--- src/rtl/alu_mc_framer_pkg.sv ---
// Shared definitions for the multi-channel ALU result framer.
// Holds the FSM encoding and a width helper.
package alu_mc_framer_pkg;

    localparam logic [0:0] ST_IDLE = 1'b0;
    localparam logic [0:0] ST_SEND = 1'b1;

    function automatic int clog2(input int v);
        int r;
        r = 0;
        while ((1 << r) < v) r++;
        return r;
    endfunction

endpackage

--- src/rtl/alu_mc_fifo.sv ---
// Single-clock show-ahead FIFO, one per framer input channel.
// Pushes on full and pops on empty are ignored.
module alu_mc_fifo
    import alu_mc_framer_pkg::*;
#(
    parameter int DATA_W = 32,
    parameter int DEPTH  = 16,
    localparam int AW    = clog2(DEPTH),
    localparam int CW    = AW + 1
) (
    input  logic              clk,
    input  logic              rst_n,
    input  logic              push,
    input  logic [DATA_W-1:0] push_data,
    input  logic              pop,
    output logic [DATA_W-1:0] pop_data,
    output logic [CW-1:0]     count,
    output logic              full,
    output logic              empty
);

    logic [DATA_W-1:0] mem [DEPTH];
    logic [AW-1:0]     wr_ptr;
    logic [AW-1:0]     rd_ptr;
    logic              do_push;
    logic              do_pop;

    assign full     = (count == CW'(DEPTH));
    assign empty    = (count == '0);
    assign do_push  = push && !full;
    assign do_pop   = pop && !empty;
    assign pop_data = mem[rd_ptr];

    always_ff @(posedge clk) begin
        if (do_push) mem[wr_ptr] <= push_data;
    end

    // Depth is a power of two, so pointers wrap by natural overflow.
    always_ff @(posedge clk or negedge rst_n) begin
        if (!rst_n) begin
            wr_ptr <= '0;
            rd_ptr <= '0;
            count  <= '0;
        end else begin
            if (do_push) wr_ptr <= wr_ptr + 1'b1;
            if (do_pop)  rd_ptr <= rd_ptr + 1'b1;
            if (do_push && !do_pop)      count <= count + 1'b1;
            else if (do_pop && !do_push) count <= count - 1'b1;
        end
    end

endmodule

--- src/rtl/alu_mc_framer.sv ---
// Multi-channel ALU result framer: per-channel FIFOs, round-robin
// arbitration on whole buffered frames, SOF/EOF/channel tagged egress.
module alu_mc_framer
    import alu_mc_framer_pkg::*;
#(
    parameter int DATA_W     = 32,
    parameter int NUM_CH     = 2,
    parameter int FIFO_DEPTH = 16,
    parameter int LEN_W      = 5,
    localparam int CH_W      = (NUM_CH > 1) ? clog2(NUM_CH) : 1,
    localparam int CW        = clog2(FIFO_DEPTH) + 1
) (
    input  logic                     clk,
    input  logic                     rst_n,
    input  logic [LEN_W-1:0]         frame_len,
    input  logic                     frame_len_val,
    output logic                     len_err,
    input  logic [NUM_CH-1:0]        in_val,
    input  logic [NUM_CH*DATA_W-1:0] in_data,
    output logic [NUM_CH-1:0]        in_bp,
    output logic [NUM_CH-1:0]        ovf,
    output logic                     frame,
    output logic [DATA_W-1:0]        frame_data,
    output logic                     frame_sof,
    output logic                     frame_eof,
    output logic [CH_W-1:0]          frame_ch,
    input  logic                     out_bp
);

    logic [CW-1:0]     cnt  [NUM_CH];
    logic [DATA_W-1:0] head [NUM_CH];
    logic [NUM_CH-1:0] empty;
    logic [NUM_CH-1:0] pop;
    logic [NUM_CH-1:0] elig;
    logic [0:0]        state;
    logic [LEN_W-1:0]  len_reg;
    logic [LEN_W-1:0]  cur_len;
    logic [LEN_W:0]    beat_cnt;
    logic [CH_W-1:0]   rr_ptr;
    logic [CH_W-1:0]   gnt;
    logic              any_elig;
    logic              ld_beat;

    for (genvar c = 0; c < NUM_CH; c++) begin : g_ch
        alu_mc_fifo #(
            .DATA_W (DATA_W),
            .DEPTH  (FIFO_DEPTH)
        ) u_fifo (
            .clk       (clk),
            .rst_n     (rst_n),
            .push      (in_val[c]),
            .push_data (in_data[c*DATA_W +: DATA_W]),
            .pop       (pop[c]),
            .pop_data  (head[c]),
            .count     (cnt[c]),
            .full      (in_bp[c]),
            .empty     (empty[c])
        );
        assign elig[c] = int'(cnt[c]) >= int'(len_reg) + 1;
        assign pop[c]  = ld_beat && (frame_ch == CH_W'(c));
    end

    // First eligible channel at or after rr_ptr, wrapping.
    always_comb begin
        gnt      = '0;
        any_elig = 1'b0;
        for (int i = 0; i < NUM_CH; i++) begin
            for (int c = 0; c < NUM_CH; c++) begin
                if (!any_elig && elig[c] &&
                    ((int'(rr_ptr) + i) % NUM_CH) == c) begin
                    any_elig = 1'b1;
                    gnt      = CH_W'(c);
                end
            end
        end
    end

    assign ld_beat = (state == ST_SEND) && (!frame || !out_bp) &&
                     (beat_cnt <= {1'b0, cur_len});

    always_ff @(posedge clk or negedge rst_n) begin
        if (!rst_n) begin
            state      <= ST_IDLE;
            len_reg    <= '0;
            cur_len    <= '0;
            beat_cnt   <= '0;
            rr_ptr     <= '0;
            frame_ch   <= '0;
            frame      <= 1'b0;
            frame_data <= '0;
            frame_sof  <= 1'b0;
            frame_eof  <= 1'b0;
            len_err    <= 1'b0;
            ovf        <= '0;
        end else begin
            len_err <= 1'b0;
            if (frame_len_val) begin
                if (int'(frame_len) < FIFO_DEPTH) len_reg <= frame_len;
                else                              len_err <= 1'b1;
            end
            ovf <= ovf | (in_val & in_bp);
            case (state)
                ST_IDLE: begin
                    if (any_elig) begin
                        frame_ch <= gnt;
                        cur_len  <= len_reg;
                        beat_cnt <= '0;
                        state    <= ST_SEND;
                    end
                end
                default: begin
                    if (ld_beat) begin
                        frame      <= 1'b1;
                        frame_data <= head[frame_ch];
                        frame_sof  <= (beat_cnt == '0);
                        frame_eof  <= (beat_cnt == {1'b0, cur_len});
                        beat_cnt   <= beat_cnt + 1'b1;
                    end else if (frame && !out_bp) begin
                        frame     <= 1'b0;
                        frame_sof <= 1'b0;
                        frame_eof <= 1'b0;
                        if (frame_eof) begin
                            state  <= ST_IDLE;
                            rr_ptr <= (frame_ch == CH_W'(NUM_CH - 1)) ?
                                      '0 : frame_ch + 1'b1;
                        end
                    end
                end
            endcase
        end
    end

endmodule

--- config.mk ---
export PLATFORM = sky130hd
export DESIGN_NAME = alu_mc_framer
export DESIGN_NICKNAME = d
export VERILOG_FILES = /design/src/rtl/alu_mc_framer_pkg.sv /design/src/rtl/alu_mc_fifo.sv /design/src/rtl/alu_mc_framer.sv
export SDC_FILE = /design/constraint.sdc
export NUM_CORES = 1
export LEC_CHECK = 0
export ABC_AREA = 1
export BUFFER_PORTS_ARGS = -buffer_cell sky130_fd_sc_hd__buf_4
export CAP_MARGIN = 10
export CORE_AREA = 4 4 362 364
export CTS_CLUSTER_DIAMETER = 80
export CTS_CLUSTER_SIZE = 14
export DETAILED_ROUTE_END_ITERATION = 16
export DIE_AREA = 0 0 366 368
export PLACE_DENSITY_LB_ADDON = 0.12
export SLEW_MARGIN = 20
export SYNTH_ARGS = -nofsm -noshare
export SYNTH_HDL_FRONTEND = slang
export SYNTH_SLANG_ARGS = --single-unit
--- constraint.sdc ---
create_clock -name clk -period 3.2 [get_ports clk]
set_clock_uncertainty 0.05 [all_clocks]
set_input_delay 0.64 -clock clk [delete_from_list [all_inputs] [get_ports clk]]
set_output_delay 0.64 -clock clk [all_outputs]
set_load 0.01 [all_outputs]
[Word level (Yosys, flattened, before mapping)]
Memories as Yosys holds them, arrays and structs flattened.
Cells that the tools add are included.
Storage, ports and cells
  register bits: 83
  bits in latches: 0
  RAM bits: 1024
  ROM bits: 0
  input bits: 75
  memories: 2
Memories
  g_ch[0].u_fifo.mem: depth 16, width 32, read ports 1, clocked after Yosys merged registers in 0, write ports 1, line alu_mc_fifo.sv:22  | logic [DATA_W-1:0] mem [DEPTH];
  g_ch[1].u_fifo.mem: depth 16, width 32, read ports 1, clocked after Yosys merged registers in 0, write ports 1, line alu_mc_fifo.sv:22
Cells by class
  add/subtract/negate cells: 12
  multiply operators: 0
  div/mod/pow operators: 0
  magnitude comparators: 5
  equality and inequality tests: 5
  shift-type cells: 0
  mux-type cells: 33
  bitwise gates (word level): 7
  reduce and logical (&&, ||, !) cells: 49
Operator list (number)
  $mux 32: 3
  $logic_not 32->1: 2
  $ge 6x32->1: 1
  $mux 1: 23
  $logic_and 1x1->1: 20
  $mux 5: 4
  $mux 6: 3
  $add 4x1->4 const B: 4
  $logic_not 1->1: 13
  $add 5x1->5 const B: 2
  $eq 5x5->1 const B: 2
  $logic_not 5->1: 2
  $reduce_and 2->1: 5
  $sub 5x1->5 const B: 2
  $reduce_bool 2->1: 4
  $add 5x1->6 const B: 1
  $add 6x1->6 const B: 1
  $eq 6x5->1: 1
  $ge 5x6->1: 1
  $le 6x5->1: 1
  $logic_not 6->1: 1
  $lt 5x5->1 const B: 1
  $reduce_and 4->1: 1
  $not 1->1: 3
  other kinds (9): 10

[Longest topological paths before layout]
  depth in word-level cells: 18
  gate-level depth with buffers: 21
  mapped depth without buffers: 20

[By module]
Synthesis repeated with hierarchy kept, for this count alone.
Second synthesis, totals
  cell total of the unflattened synthesis: 4662
  area total of the unflattened synthesis: 47535.6 µm²
By module, submodules not included
  alu_mc_fifo: instances 2, cells an instance 2112, area an instance 22172.5 µm², seq. area each 15700.1 µm²
  alu_mc_framer: instances 1, cells an instance 438, area an instance 3190.6 µm², seq. area each 1426.4 µm²

[Worst setup path after synthesis]
Ideal clock, no wire load.
  path type: flip-flop to flip-flop
  start: register beat_cnt[4]
  end: register g_ch[0].u_fifo.count[4]
  setup time: 0.125 ns
  data arrival time: 2.740 ns
  path slack: 0.285 ns
  stages on the path, launching flop included: 21
  buffers on the path: 1
  cell sequence: dfrtp_1 -> ha_1 -> inv_1 -> nor2_1 -> nand3_1 -> nand3b_4 -> o21ai_2 -> nand2_2 -> buf_6 -> nor2_8 -> nand2_2 -> ha_1 -> inv_1 -> ha_1 -> a21oi_1 -> nor2_1 -> nor2_1 -> nand2_1 -> nand2_1 -> nor2_1 -> xor2_1
On the way
  word-level cells in the longest chain between the ends: 7
RTL lines
  from (decl): line alu_mc_framer.sv:38  | logic [LEN_W:0] beat_cnt;
  from (signal assigned): line alu_mc_framer.sv:117  | beat_cnt <= beat_cnt + 1'b1;
  $le 6x5->1 (*): line alu_mc_framer.sv:79  | (beat_cnt <= {1'b0, cur_len});
  $logic_and 1x1->1 (*): line alu_mc_framer.sv:78  | assign ld_beat = (state == ST_SEND) && (!frame || !out_bp) &&
  $logic_and 1x1->1 (*): line alu_mc_framer.sv:60  | assign pop[c] = ld_beat && (frame_ch == CH_W'(c));
  $logic_and 1x1->1 (*): line alu_mc_fifo.sv:31  | assign do_pop = pop && !empty;
  $logic_not 1->1: line alu_mc_fifo.sv:47  | if (do_push && !do_pop) count <= count + 1'b1;
  $logic_and 1x1->1: line alu_mc_fifo.sv:47
  $mux 5 or $reduce_bool 2->1 (tied branches)
  to (signal assigned): line alu_mc_fifo.sv:47
  to (signal assigned): line alu_mc_fifo.sv:48  | else if (do_pop && !do_push) count <= count - 1'b1;
  to (decl): line alu_mc_fifo.sv:17  | output logic [CW-1:0] count,
Every way passes the cells marked *; elsewhere a longest branch is shown, timed or not.
A chain may end at the register's enable or synchronous reset.

[Final worst setup path]
Same ends and word-level chain as after synthesis.

==> run metrics <==
biggest regs g_ch.u_fifo.mem: 1024 flops, frame_data: 32 flops, g_ch.u_fifo.count: 10 flops; share of layout cells above drive strength 1 11.4%; Worst path slowest cell dfrtp_1; slowest stage delay, CP around 400 ps; Hold Path Cell Cnt 3; worst skew pair latency roughly 670 ps; PnR worst setup slack roughly 280 ps; sequential cell area approximately 0.033 mm2; combinational power share a little under two fifths; Power Dens Cells between 900 and 1000 mW/mm2; Iter 0 DRT Violations roughly 2000; Via Count 27200; RSZ-0062 raised after global routing yes; fin area slightly above 0.05 mm2; Inserted Clock Buffers slightly above 90; syn_nets 3549; hold_sp frame_len_val; leakage power roughly 18 nW; commonest non-fill, non-tap cells in the layout edfxtp_1 (1024), nand2_1 (670), nor2_1 (312); I/O Pins 116; clock sink count roughly 1100; P_int roughly 28 mW; largest net degree at the start of global routing roughly 100; Top cell by count, worst path nor2_1; Worst Hold Class in2reg; Std-Cell Rows between 100 and 150; CP arrival 3420 ps; Pwr Total ~47 mW; Post-synth EDFFs approximately 1000; Routed Antenna Nets 0; GP Congestion 0.755; worst hold path endpoint len_err; CTS tree built; Avg Vias per Cell 5.13; Global Route Usage Sum 19.0%; Avg Inst Size Synth ~13 um2; max reg flops 1024; first-pass GRT wire length between 150000 and 200000 um; Mapped Cells approximately 3400; Mapped Area roughly 0.044 mm2; startpoint types register; main combinational cell family by area after synthesis simple AND/OR/NAND/NOR gates; Synth Area in Compound Gates about 9%; Main synth FF type edfxtp_1; reg2reg path depth 19; critical-path maximum fanout 5; number of port buffers between 100 and 150; dpl hpwl around 77000 um; Placement Cell Area 0.0482 mm2; outcome finished clean; setup slack, reg-to-reg between 200 and 300 ps; CP delay by family, top simple AND/OR/NAND/NOR gates; pre-CTS WS between 100 and 150 ps; post-synthesis sequential area ratio 73.8%; clk slew on worst S/H paths approximately 70 ps; Cells after DPL 5153; Reg2Reg Capture Point g_ch[0].u_fifo.count[4]; sw power around 18 mW; die height between 300 and 400 um; asr flop ratio synth around 7.5%; Peak VDD IR ~0.51 mV; Largest Register g_ch.u_fifo.mem; Synth warnings 0; die area 0.135 mm2; worst r2r src beat_cnt[4]; library cells used by synthesis 38; Adder-Cell Fraction of Synth Area less than 1%; clock buffer depth 3; CTS root buf clkbuf_16; DRC Markers 0; Setup Viol. Count Final 0; mux cell area share after synthesis under 10%; die width approximately 370 um; FMAX ~0.34 GHz; Worst-Margin Slew just under 1000 ps; Tcrit/Tclk final roughly nine tenths; Fin. Hold Viols 0; H-tree lvl count 3; WL/cell 24.5 um; Final Non-Filler Cells between 5000 and 6000; Sw Share just under 40%; antenna violations before repair 6; Core ar. between 0.1 and 0.15 mm2; Max-Cap Viols 0; Hold Slack 118 ps; area of the multi-input gates 0.0106 mm2; Initial Utilization 34.9%; vias in the first global route 26800; Relative slew margins a little over a third; DR pass1 iterations 7; Final nets ~3700; sequential power share around 40%; #FFs+latches synth approximately 1100; worst-path cell chain ha_1 > inv_1 > nor2_1 > nand3_1 > nand3b_4 > o21ai_2 > nand2_4 > nor2_8 > nand2_2 > ha_1 > inv_2 > ha_1 > a21oi_1 > nor2_1 > nor2_1 > nand2_1 > nand2_1 > nor2_1 > xor2_1; most common cell after layout, fill and taps aside edfxtp_1; P&R area growth vs syn 14.3%; Synth Area in XOR/XNOR less than 1%; final worst path period need roughly 3000 ps; CP required around 3700 ps; Post-Synth Simple-Gate Area 10.5%; WS Path Type reg2reg; Fillers ~12000; routed wire length around 130000 um; count of pins over their slew limit 0; Critical Path End Type register; CP bufs+invs 2; Clock power frac between 20 and 25%; GRT Residual Overflow 0
[layer usage]
metal,up-vias,global-route usage (%),routed length (um)
li1,12700,-,-
met1,13800,26.3,59600
met2,520,31.8,63000
met3,167,2.43,4280
met4,4,4.40,2940
met5,-,0,28
[synth_stat cells, drive strengths merged (2+ instances only)]
library cell | n | share of area (%)
edfxtp | 1024 | 69
nand2 | 674 | 5.7
nor2 | 347 | 3.0
o21ai | 303 | 3.4
a21oi | 175 | 2.0
buf | 125 | 1.5
nand3 | 117 | 1.3
mux2i | 96 | 2.2
o22ai | 95 | 1.3
inv | 91 | 0.77
dfrtp | 83 | 4.7
clkbuf | 75 | 0.63
a211oi | 64 | 1.1
a21boi | 32 | 0.54
ha | 32 | 0.90
nor3 | 31 | 0.35
o2111ai | 19 | 0.37
o211ai | 19 | 0.32
xor2 | 17 | 0.33
nand4 | 5 | 0.070
xnor2 | 4 | 0.079
a31o | 2 | 0.039
clkinv | 2 | 0.017
fa | 2 | 0.090
nand3b | 2 | 0.062
nor4 | 2 | 0.028
[stage by stage]
| step | TNS, ps | utilization (%) |
|---|---|---|
| finish | 0 | 39.9 |
| global route | -16.5 | 39.9 |
| CTS | 0 | 39.9 |
| detailed placement | 0 | 37.8 |
| global placement | 0 | 37.8 |
| floorplan | 0 | - |
[logic make-up (layout without fill, tap and decap cells)]
logic type                 Yosys count  after routing
xor gates and xnor gates            21             21
muxes                               96             96
adders and majority gates           34             34
other                                0              2
AOI/OAI and AO/OA                  710            710
and+or+nand+nor                   1179           1179
DFF                               1107           1107
buffers and inverters              293            497
[cell type report]
class | instances | share of cell area (%)
clock buffer | 143 | 4.95
tap | 1662 | 4.09
multi-input combinational | 2040 | 20.8
antenna | 2 | 0.00985
timing repair buffer | 252 | 4.64
clock inverter | 9 | 0.185
inverter | 93 | 0.709
sequential | 1107 | 64.6
[worst max-delay path by stage]
stage	from	to	slack (ps)	cells past startpoint
final	beat_cnt[4]	g_ch[0].u_fifo.count[4]	280	19
after global routing	cur_len[4]	g_ch[1].u_fifo.count[4]	-20	20
after CTS	cur_len[4]	g_ch[1].u_fifo.count[4]	100	20
after detailed placement	cur_len[4]	g_ch[1].u_fifo.count[4]	110	20
after global placement	cur_len[4]	g_ch[1].u_fifo.count[4]	100	20
after floorplan	beat_cnt[4]	g_ch[0].u_fifo.count[4]	290	20
[what timing repair did]
| action | in CTS | in global routing |
|---|---|---|
| resized for setup | 0 | 5 |
| endpoints found under the hold margin | 37 | 0 |
| hold buffers | 1 | 0 |
| endpoints found under the setup margin | 0 | 3 |
| setup buffers | 0 | 0 |
[worst register-to-register path, stage by stage (launching register included)]
cell,delay (ps)
dfrtp_1,390
ha_1,290
inv_1,40
nor2_1,110
nand3_1,110
nand3b_4,170
o21ai_2,90
nand2_4,130
nor2_8,110
nand2_2,60
ha_1,230
inv_2,110
ha_1,270
a21oi_1,170
nor2_1,60
nor2_1,130
nand2_1,60
nand2_1,50
nor2_1,40
xor2_1,130
[power by group through the flow]
stage	Combinational (mW)	Sequential, mW	Clock [mW]
final	17.5	18.6	10.6
after global routing	19.2	18.7	11.5
after CTS	17.8	18.6	10.9
after detailed placement	17.7	18.9	0
after global placement	17.7	18.9	0
after floorplan	10.3	18.6	0
No activity file was read; power rests on OpenSTA's default activity.
